[config.mk]
export PLATFORM = sky130hd
export DESIGN_NAME = encrypt_v3
export DESIGN_NICKNAME = d
export VERILOG_FILES = /design/src/rtl/encrypt_v3_pkg.sv /design/src/rtl/encrypt_v3_round_step.sv /design/src/rtl/encrypt_v3.sv
export SDC_FILE = /design/constraint.sdc
export NUM_CORES = 1
export LEC_CHECK = 0
export CORE_MARGIN = 1
export CORE_UTILIZATION = 45
export DETAILED_ROUTE_END_ITERATION = 8
export PLACE_DENSITY = 0.78
export SLEW_MARGIN = 20
export SYNTH_ARGS = -nofsm -noshare
export SYNTH_HDL_FRONTEND = slang
export SYNTH_SLANG_ARGS = --single-unit
[constraint.sdc]
create_clock -name clk -period 3.8 [get_ports clk]
set_input_delay 1.14 -clock clk [delete_from_list [all_inputs] [get_ports clk]]
set_output_delay 1.14 -clock clk [all_outputs]
set_load 0.02 [all_outputs]
[src/rtl/encrypt_v3_pkg.sv]
// rtl/encrypt_v3_pkg.sv - shared defaults, FSM encoding and unroll legality check
package encrypt_v3_pkg;

  localparam int N_B_DEF = 32;
  localparam int N_K_DEF = 40;
  localparam int N_R_DEF = 16;

  typedef enum logic [1:0] {
    ST_IDLE = 2'd0,
    ST_RUN  = 2'd1,
    ST_DONE = 2'd2
  } state_e;

  // Unroll factor must be in 1..N_R and there must be at least one round.
  function automatic bit unroll_legal(input int u, input int n_r);
    return (n_r >= 1) && (u >= 1) && (u <= n_r);
  endfunction

endpackage

[src/rtl/encrypt_v3_round_step.sv]
// rtl/encrypt_v3_round_step.sv - one cipher round plus key schedule, with bypass
module encrypt_v3_round_step
  import encrypt_v3_pkg::*;
#(
  parameter int N_B = N_B_DEF,
  parameter int N_K = N_K_DEF,
  parameter int IW  = 5
) (
  input  logic [N_B-1:0] s_i,
  input  logic [N_K-1:0] rk_i,
  input  logic [IW-1:0]  idx_i,
  input  logic           en_i,
  output logic [N_B-1:0] s_o,
  output logic [N_K-1:0] rk_o
);

  logic [N_B-1:0] rk_fold;
  logic [N_B-1:0] t;
  logic [N_B-1:0] s_round;
  logic [N_K-1:0] rk_next;

  // Round: mix in the key, then rotate-and-add; key schedule: rotate and fold in the index.
  // A disabled step (index beyond the last round) passes state and key through untouched.
  always_comb begin
    rk_fold = N_B'(rk_i);
    t       = s_i ^ rk_fold;
    s_round = {t[N_B-2:0], t[N_B-1]} + t;
    rk_next = {rk_i[N_K-2:0], rk_i[N_K-1]} ^ N_K'(idx_i);
    s_o     = en_i ? s_round : s_i;
    rk_o    = en_i ? rk_next : rk_i;
  end

endmodule

[src/rtl/encrypt_v3.sv]
// rtl/encrypt_v3.sv - iterative block cipher, U rounds per clock, four-phase req/ack
module encrypt_v3
  import encrypt_v3_pkg::*;
#(
  parameter int N_B = N_B_DEF,
  parameter int N_K = N_K_DEF,
  parameter int N_R = N_R_DEF,
  parameter int U   = 1
) (
  input  logic           clk,
  input  logic           rst_n,
  input  logic           req,
  input  logic [N_K-1:0] k,
  input  logic [N_B-1:0] m,
  output logic [N_B-1:0] c,
  output logic           ack,
  output logic           busy
);

  localparam int RW = $clog2(N_R + U + 1);

  if (!unroll_legal(U, N_R)) begin : g_illegal_unroll
    $error("encrypt_v3: U must satisfy 1 <= U <= N_R");
  end

  state_e         state_q, state_d;
  logic [N_B-1:0] s_q, s_d;
  logic [N_K-1:0] rk_q, rk_d;
  logic [RW-1:0]  r_q, r_d;
  logic [N_B-1:0] c_q, c_d;
  logic           ack_q, ack_d;

  logic [N_B-1:0] s_ch  [U+1];
  logic [N_K-1:0] rk_ch [U+1];
  logic [N_B-1:0] c_next;

  assign s_ch[0]  = s_q;
  assign rk_ch[0] = rk_q;

  // Chain of U round steps; step j handles round index r+j and bypasses past the last round.
  for (genvar j = 0; j < U; j++) begin : g_step
    logic [RW-1:0] idx;
    logic          en;
    assign idx = r_q + RW'(j);
    assign en  = (idx <= RW'(N_R));

    encrypt_v3_round_step #(
      .N_B (N_B),
      .N_K (N_K),
      .IW  (RW)
    ) u_step (
      .s_i   (s_ch[j]),
      .rk_i  (rk_ch[j]),
      .idx_i (idx),
      .en_i  (en),
      .s_o   (s_ch[j+1]),
      .rk_o  (rk_ch[j+1])
    );
  end

  // Final key addition on the output of the last chained step.
  assign c_next = s_ch[U] ^ N_B'(rk_ch[U]);

  // Next-state and datapath control; withdrawing req in RUN aborts without touching c.
  always_comb begin
    state_d = state_q;
    s_d     = s_q;
    rk_d    = rk_q;
    r_d     = r_q;
    c_d     = c_q;
    ack_d   = ack_q;
    unique case (state_q)
      ST_IDLE: begin
        if (req) begin
          s_d     = m;
          rk_d    = k;
          r_d     = RW'(1);
          state_d = ST_RUN;
        end
      end
      ST_RUN: begin
        if (!req) begin
          state_d = ST_IDLE;
        end else begin
          s_d  = s_ch[U];
          rk_d = rk_ch[U];
          r_d  = r_q + RW'(U);
          if ((r_q + RW'(U)) > RW'(N_R)) begin
            c_d     = c_next;
            ack_d   = 1'b1;
            state_d = ST_DONE;
          end
        end
      end
      ST_DONE: begin
        if (!req) begin
          ack_d   = 1'b0;
          state_d = ST_IDLE;
        end
      end
      default: begin
        ack_d   = 1'b0;
        state_d = ST_IDLE;
      end
    endcase
  end

  // State and datapath registers, cleared asynchronously.
  always_ff @(posedge clk or negedge rst_n) begin
    if (!rst_n) begin
      state_q <= ST_IDLE;
      s_q     <= '0;
      rk_q    <= '0;
      r_q     <= '0;
      c_q     <= '0;
      ack_q   <= 1'b0;
    end else begin
      state_q <= state_d;
      s_q     <= s_d;
      rk_q    <= rk_d;
      r_q     <= r_d;
      c_q     <= c_d;
      ack_q   <= ack_d;
    end
  end

  assign c    = c_q;
  assign ack  = ack_q;
  assign busy = (state_q == ST_RUN);

endmodule
== Yosys cells after proc, flatten, opt, wreduce, memory -nomap -nowiden ==
Cells that the tools add are included.

* Register bits after elaboration: 112
* Memory bits (writable): 0
* Bits in read-only memories: 0
* Memories: 0
* Output and inout port bits: 34
* Bits in latches: 0
* Input bits: 75
* Logic and storage cells: 50

* $lt $le $gt $ge: 2
* Mux-type cells: 20
* Multipliers: 0
* Reduce and logical (&&, ||, !) cells: 7
* Equality and inequality tests: 8
* Bitwise operators: 4
* Div/mod/pow operators: 0
* Add/subtract/negate cells: 2
* Shift operators: 0

{| class="wikitable"
|+ Operators by type and width
! operator !! count
|-
| 2-to-1 mux 40 bit || 3
|-
| 2-to-1 mux 32 bit || 3
|-
| one-hot mux 40 bit (2 select lines) || 1
|-
| one-hot mux 32 bit (2 select lines) || 1
|-
| bitwise XOR 32 bit || 2
|-
| bitwise XOR 40 x 5 -> 40 bit || 1
|-
| adder 32 bit || 1
|-
| 2-to-1 mux 5 bit || 2
|-
| one-hot mux 5 bit (2 select lines) || 1
|-
| AND reduction 3 bit || 3
|-
| 2-to-1 mux 2 bit || 4
|-
| AND reduction 4 bit || 2
|-
| != test 2 bit (second input constant) || 3
|-
| one-hot mux 2 bit (3 select lines) || 1
|-
| adder 5 x 1 -> 5 bit (second input constant) || 1
|-
| greater-than comparator 5 bit (second input constant) || 1
|-
| <= comparator 5 bit (second input constant) || 1
|-
| != test 2 x 1 -> 1 bit (second input constant) || 2
|-
| 2-to-1 mux 1 bit || 3
|-
| != test 3 x 2 -> 1 bit (second input constant) || 1
|-
| one-hot mux 1 bit (3 select lines) || 1
|-
| equality test 2 x 1 -> 1 bit (second input constant) || 1
|-
| equality test 2 bit (second input constant) || 1
|-
| zero test 2 bit || 1
|-
| other kinds (2) || 2
|}

== Depth between registers and ports, before layout ==
Gate-level depths: netlist (run 1).

* Depth in word-level cells: 5
* Gate-level depth with buffers: 14
* Depth with buffers taken out: 14

== By module ==
From an unflattened synthesis (run 1), not the netlist that was laid out.

* Cell total of the unflattened synthesis: 892
* Area, all modules: 8458.1 um2

{| class="wikitable"
|+ Modules (own cells, without submodules)
! module !! instances !! cells an instance !! seq. area each (um2) !! area each (um2)
|-
| encrypt_v3 || 1 || 459 || 2802.7 || 5291.3
|-
| encrypt_v3_round_step || 1 || 433 || 0.0 || 3166.8
|}

== Least setup slack after synthesis (run 1) ==
No wires, ideal clock.

* Path type: reg2reg
* Start point: reg rk_q[2]
* End point: reg c_q[31], in the netlist c[31]
* Required time: 3.731 ns
* Data arrival time: 3.352 ns
* Cell stages (with the launch flop): 15
* Library setup time: 0.069 ns
* Period minus slack after synthesis: 3.421 ns
* Slack: 0.379 ns
* Buffers on the path: 0
* Cells stage by stage: dfrtp_1 > xnor2_2 > inv_2 > ha_1 > a21oi_1 > and2_1 > a211o_1 > a211oi_2 > nor3_2 > or3_4 > a21boi_2 > nor4_1 > or2_4 > mux4_2 > nand3_1

* Cells in the longest elaborated chain, start to end: 4

{| class="wikitable"
|+ Ends and longest elaborated chain
! element !! line !! text
|-
| start, declared || encrypt_v3.sv:28 || <nowiki>logic [N_K-1:0] rk_q, rk_d;</nowiki>
|-
| start signal, assigned || encrypt_v3.sv:120 || <nowiki>rk_q <= rk_d;</nowiki>
|-
| bitwise XOR 32 bit || encrypt_v3_round_step.sv:26 || <nowiki>t = s_i ^ rk_fold;</nowiki>
|-
| adder 32 bit || encrypt_v3_round_step.sv:27 || <nowiki>s_round = {t[N_B-2:0], t[N_B-1]} + t;</nowiki>
|-
| 2-to-1 mux 32 bit || encrypt_v3_round_step.sv:29 || <nowiki>s_o = en_i ? s_round : s_i;</nowiki>
|-
| bitwise XOR 32 bit || encrypt_v3.sv:62 || <nowiki>assign c_next = s_ch[U] ^ N_B'(rk_ch[U]);</nowiki>
|-
| end signal, assigned || encrypt_v3.sv:115 || <nowiki>c_q <= '0;</nowiki>
|-
| end signal, assigned || encrypt_v3.sv:122 || <nowiki>c_q <= c_d;</nowiki>
|-
| end, declared || encrypt_v3.sv:30 || <nowiki>logic [N_B-1:0] c_q, c_d;</nowiki>
|}

No other way between the ends.
A chain may end at the register's enable or synchronous reset.

== Worst setup path in the final report (run 1) ==
* Start point: reg rk_q[1]
* End point: reg c_q[29], in the netlist c[29]

Same word-level chain as after synthesis.

==> out/metrics.yaml, run 1 <==
timing:
  fmax_mhz: 280.1
  slew_headroom_pct: 33.40
  setup_violations: 0
  worst_pin_slew_ns: 0.9990
  finalCritPeriodShare_pct: 93.94
  fin_worst_skew_ns: 0.01015
  maxSlewViolCount: 0
  final_hold_viol_count: 0
  layout_min_cycle_time_ns: 3.570
die:
  pin_count: 109
  die_x_um: 135.0
  die_y_um: 135.0
  core_um2: 17300
  rows: 48
  dieArea_um2: 18230
  start_util_pct: 46.03
worst_setup_path:
  critical_path_class: "reg -> reg"
  worst_path_max_delay_cell: "a311oi_1"
  endpoint_kind: "flop"
  start_kind: "flop"
  cp_max_fo: 5
  max_stage_delay_ns: 0.56
  path_buf_inv: 0
  ff2ff_setup_slack_ns: 0.23
  crit_chain: "xor2_2, ha_1, a21oi_1, and2_1, a211o_1, a211oi_2, nor3_2, o211ai_1, a31o_2, a311oi_1, xnor2_1, nor2_1, o21ai_0"
  cp_data_required_time_ns: 4.05
  cp_top_family: "compound AO/OA/AOI/OAI gates"
  cp_num_cells: 13
  crit_arrival_ns: 3.82
  r2r.worst_path.cells: 13
clock_tree:
  postCtsHoldBufs: 0
  htreeDepth: 3
  cts_tree: "done"
  clockBufferDepth: 2
  clk_latency_ns: 0.37
  cts_root_buf: "clkbuf_16"
  clk_pin_slew_ns: 0.07
  cts_made_buffers: 9
  cts_resized: 0
  cts.sinks: 112
  postCtsSetupBuffers: 0
synth:
  synth_top_family_by_area: "compound AO/OA/AOI/OAI gates"
  syn-cell-area_um2: 7961
  synth_compound_area_share_pct: 22.62
  seq_area_frac_synth_pct: 35.20
  synthCells: 932
  synth_seq_cells: 112
  synthMuxAreaShare_pct: 5.281
  ys_types: 63
  synth_xor_area_share_pct: 15.18
  synthSimpleGateAreaFrac_pct: 13.19
  synthArstFlopShare_pct: 100.0
  synth_nets: 1034
  synthAdderAreaFrac_pct: 4.338
  synth.avg_cell_area_um2: 8.542
  synth_edf_count: 0
  synth_warnings: 0
  synth_flop_cell: "dfrtp_1"
cells_and_area:
  diodes: 0
  syn_to_final_growth_pct: 21.20
  n_fill_cell: 1563
  stdcell_area_um2: 9649
  drive_above_1_share_pct: 8.121
  final_cell_mix: "dfrtp_1, clkdlybuf4s50_1, a21oi_1, nand2_1, nor2_1"
  layout_commonest_cell: "dfrtp_1"
  nets: 1119
  final_cell_count_no_fill: 1247
placement:
  dpl_cell_area_um2: 9348
  place_hpwl_mm: 14.85
  dpl.cell_count: 1231
  place.gp.congestion: 0.9390
  port_buffers: 108
grt:
  gr-usage-all-layers_pct: 24.05
  grt_max_degree: 85
  antenna_found_initial: 0
  grt_pass1_vias: 6943
  grt_pass1_wl_mm: 34.50
  grt_overflow: 0
power_and_ir_drop:
  p_leak_uw: 0.004118
  p_per_area_nw_per_um2: 1020
  peakVddDrop_mv: 0.4853
route:
  drt_iter0_drc: 477
  drc: 0
  viasPerCell: 5.796
  routed_wl_mm: 21.25
  via_count: 7227
  postRouteAntennaNets: 0
  dr.pass1.iters: 5
  wl_per_cell_um: 17.04
worst_hold_path:
  hold_path_class: "reg -> reg"
  holdPathStages: 2
run:
  maxCapViolCount: 0
run_status:
  status: "finished clean"
where the power goes:
group	total [µW]	internal [µW]	leakage (µW)	switching, µW
sequential	1890	1510	0.00135	379
clock	910	460	0.000142	450
combinational	7040	3210	0.00263	3830
total	9840	5180	0.00412	4660
worst register-to-register path, stage by stage (launching register included):
cell and delay [ns]:
dfrtp_1 0.45, xor2_2 0.36, ha_1 0.33, a21oi_1 0.22, and2_1 0.17, a211o_1 0.18, a211oi_2 0.09, nor3_2 0.24
o211ai_1 0.15, a31o_2 0.28, a311oi_1 0.56, xnor2_1 0.20, nor2_1 0.13, o21ai_0 0.09
path summary, 6_finish.rpt:
| check | start | endpoint |
|---|---|---|
| min | c[9] | c[9] |
| min in group asynchronous | rst_n | c[9] |
| max in group asynchronous | rst_n | c[27] |
| max reg2reg | rk_q[1] | c[29] |
| min reg2reg | c[9] | c[9] |
| max | rk_q[1] | c[29] |
routing by layer:
metal	wire length, µm	part of all wire [%]	GRT usage (%)
met1	9537	45	32.52
met2	9959	47	39.38
met3	1265	6.0	3.153
met5	0	0	0
met4	484	2.3	8.739
Yosys cell counts, drive strengths merged, types with 3 or more instances:
cell type,count,area [µm²]
a21boi,4,33.78
a221o,3,30.03
a21oi,94,470.5
a211oi,5,42.54
a211o,3,26.28
nor3,9,50.05
dfrtp,112,2803
buf,21,97.60
ha,26,325.3
xor2,53,479.2
a21o,19,142.6
mux2i,33,330.3
o211ai,4,30.03
xnor2,76,706.9
o21a,3,22.52
nand2b,5,31.28
and3,5,31.28
nor3b,3,22.52
or2,3,21.27
a31oi,6,37.54
or3,7,48.80
nor4,6,37.54
o31ai,5,37.54
nand2,83,311.6
nand4,3,18.77
nor2,82,307.8
mux2,6,67.56
nand3,15,75.07
clkbuf,45,168.9
a221oi,3,26.28
inv,18,67.56
o21ai,81,405.4
nor2b,9,56.30
o22ai,62,387.9
flip-flops by register name, indices dropped and copies added, names as in the netlist:
name     flops
r_q          5
s_q         32
c           32
state_q      2
ack          1
rk_q        40
through the flow:
| stage | total power, µW | setup TNS (ns) | hold WS [ns] | setup slack (ns) | utilization [%] |
|---|---|---|---|---|---|
| 2_1_floorplan | 7232 | 0 | 0.4905 | 0.3795 | - |
| 3_3_place_gp | 8639 | 0 | 0.4602 | 0.2715 | 54.04 |
| 3_5_place_dp | 8770 | 0 | 0.4698 | 0.2082 | 54.04 |
| 4_1_cts | 9733 | 0 | 0.4860 | 0.1850 | 55.62 |
| 5_1_grt | 10690 | -0.06934 | 0.4932 | -0.03498 | 55.79 |
| 6_report | 9841 | 0 | 0.4780 | 0.2304 | 55.79 |
kinds of logic after synthesis:
group,count (synthesis)
AOI/OAI and AO/OA,304
and+or+nand+nor,235
xor gates and xnor gates,130
DFF,112
buffers and inverters,84
muxes,40
adders and majority gates,27
layout make-up:
cell class | instances | area [µm²] | area share (%)
tap | 225 | 281.5 | 2.918
timing repair buffer | 140 | 1344 | 13.93
clock buffer | 10 | 239.0 | 2.477
inverter | 18 | 67.56 | 0.7002
clock inverter | 6 | 33.78 | 0.3501
sequential | 112 | 2804 | 29.06
multi-input combinational | 736 | 4880 | 50.57
Power figures use the tool's default switching activity.
==> run 2: changes to the inputs <==
SETUP_SLACK_MARGIN = 0.15   (was default)
==> out/metrics.yaml, run 2 (synthesis results as in run 1) <==
placement:
  dpl.cell_count: 1231
  place_hpwl_mm: 14.85
  dpl_cell_area_um2: 9348
  port_buffers: 108
  place.gp.congestion: 0.9390
clock_tree:
  htreeDepth: 3
  cts_tree: "done"
  clockBufferDepth: 2
  cts.sinks: 112
  clk_pin_slew_ns: 0.08
  cts_root_buf: "clkbuf_16"
  clk_latency_ns: 0.37
  postCtsHoldBufs: 0
  cts_made_buffers: 9
cells_and_area:
  final_core_util_pct: 55.91
  nets: 1119
  diodes: 0
  drive_above_1_share_pct: 8.317
  layout_commonest_cell: "dfrtp_1"
  largest-register: "rk_q"
  final_cell_count_no_fill: 1247
  stdcell_area_um2: 9671
  largest_register_ff_count: 40
  syn_to_final_growth_pct: 21.47
  final_cell_mix: "dfrtp_1, clkdlybuf4s50_1, a21oi_1, nand2_1, nor2_1"
worst_setup_path:
  crit_chain: "xor2_4, ha_1, a21oi_1, and2_1, a211o_1, a211oi_2, nor3_2, or3_4, a21boi_2, nor4_1, or2_4, mux4_2, nand3_1"
  start_kind: "flop"
  cp_data_required_time_ns: 4.11
  cp_max_fo: 5
  crit_arrival_ns: 3.78
  worst_path_max_delay_cell: "dfrtp_1"
  endpoint_kind: "flop"
  critical_path_class: "reg -> reg"
  max_stage_delay_ns: 0.48
  cp_top_family: "simple AND/OR/NAND/NOR gates"
  path_buf_inv: 0
die:
  die_y_um: 135.0
  start_util_pct: 46.03
  pin_count: 109
  dieArea_um2: 18230
  rows: 48
  core_um2: 17300
  die_x_um: 135.0
timing:
  finalCritPeriodShare_pct: 91.45
  fmax_mhz: 287.8
  setup_violations: 0
  rsz0062_at_grt: "yes"
  final_hold_viol_count: 0
  layout_min_cycle_time_ns: 3.475
  worst_pin_slew_ns: 1.002
  tns_ns: 0
  maxSlewViolCount: 0
  fin_worst_skew_ns: 0.009536
  slew_headroom_pct: 33.23
route:
  postRouteAntennaNets: 0
  routed_wl_mm: 21.23
  wl_per_cell_um: 17.03
  viasPerCell: 5.807
  via_count: 7241
  drc: 0
  drt_iter0_drc: 573
  dr.pass1.iters: 5
power_and_ir_drop:
  peakVddDrop_mv: 0.4803
  p_per_area_nw_per_um2: 1021
  p_leak_uw: 0.004123
grt:
  grt_max_degree: 85
  antenna_found_initial: 0
  gr-usage-all-layers_pct: 24.05
  grt_pass1_vias: 6943
  grt_overflow: 0
  grt_pass1_wl_mm: 34.50
run:
  maxCapViolCount: 0
run_status:
  status: "finished clean"
worst_hold_path:
  hold_path_class: "reg -> reg"
[run 2: where the power goes]
group	total (µW)	switching (µW)	internal, µW
registers	1900	382	1510
clock network	909	449	460
logic	7070	3850	3220
[run 2: cell type report]
class	instances	area [µm²]
Fill cell	1560	7626
Multi-Input combinational cell	736	4901
Sequential cell	112	2804
Timing Repair Buffer	140	1344
Tap cell	225	281.5
Clock buffer	10	239.0
Inverter	18	67.56
Clock inverter	6	33.78
[run 2: final timing paths]
| check | from | endpoint | slack (ns) | cells after the start |
|---|---|---|---|---|
| worst max-delay path | rk_q[1] | c[31] | 0.33 | 13 |
| worst min-delay path | c[9] | c[9] | 0.48 | 2 |
| worst max register to register | rk_q[1] | c[31] | 0.33 | 13 |
| worst min register to register | c[9] | c[9] | 0.48 | 2 |
| max in group asynchronous | rst_n | c[27] | 2.04 | 2 |
| min in group asynchronous | rst_n | c[9] | 0.95 | 1 |
[run 2: metal layers]
layer	routed length (µm)	up-vias	share of wire [%]	track usage (%)
met2	9959	235	47	39.38
met3	1277	29	6.0	3.153
met5	0	-	0	0
met4	462	0	2.2	8.739
li1	-	3473	-	-
met1	9532	3504	45	32.52
[run 2: worst min-delay path: stages (launching register included)]
cell	delay, ns
dfrtp_1	0.34
nand2_1	0.05
o21ai_0	0.06
[run 2: stage by stage]
stage / power, µW / setup slack [ns] / hold slack, ns
6_report: 9872 / 0.3251 / 0.4783
5_1_grt: 10740 / 0.09985 / 0.4932
3_3_place_gp: 8639 / 0.2715 / 0.4602
2_1_floorplan: 7232 / 0.3795 / 0.4905
4_1_cts: 9733 / 0.1850 / 0.4860
3_5_place_dp: 8770 / 0.2082 / 0.4698
[run 2: repair_timing]
| item | in CTS | in global routing |
|---|---|---|
| buffers inserted | 0 | 0 |
| endpoints found under the setup margin | 0 | 16 |
| resized for setup | 0 | 7 |
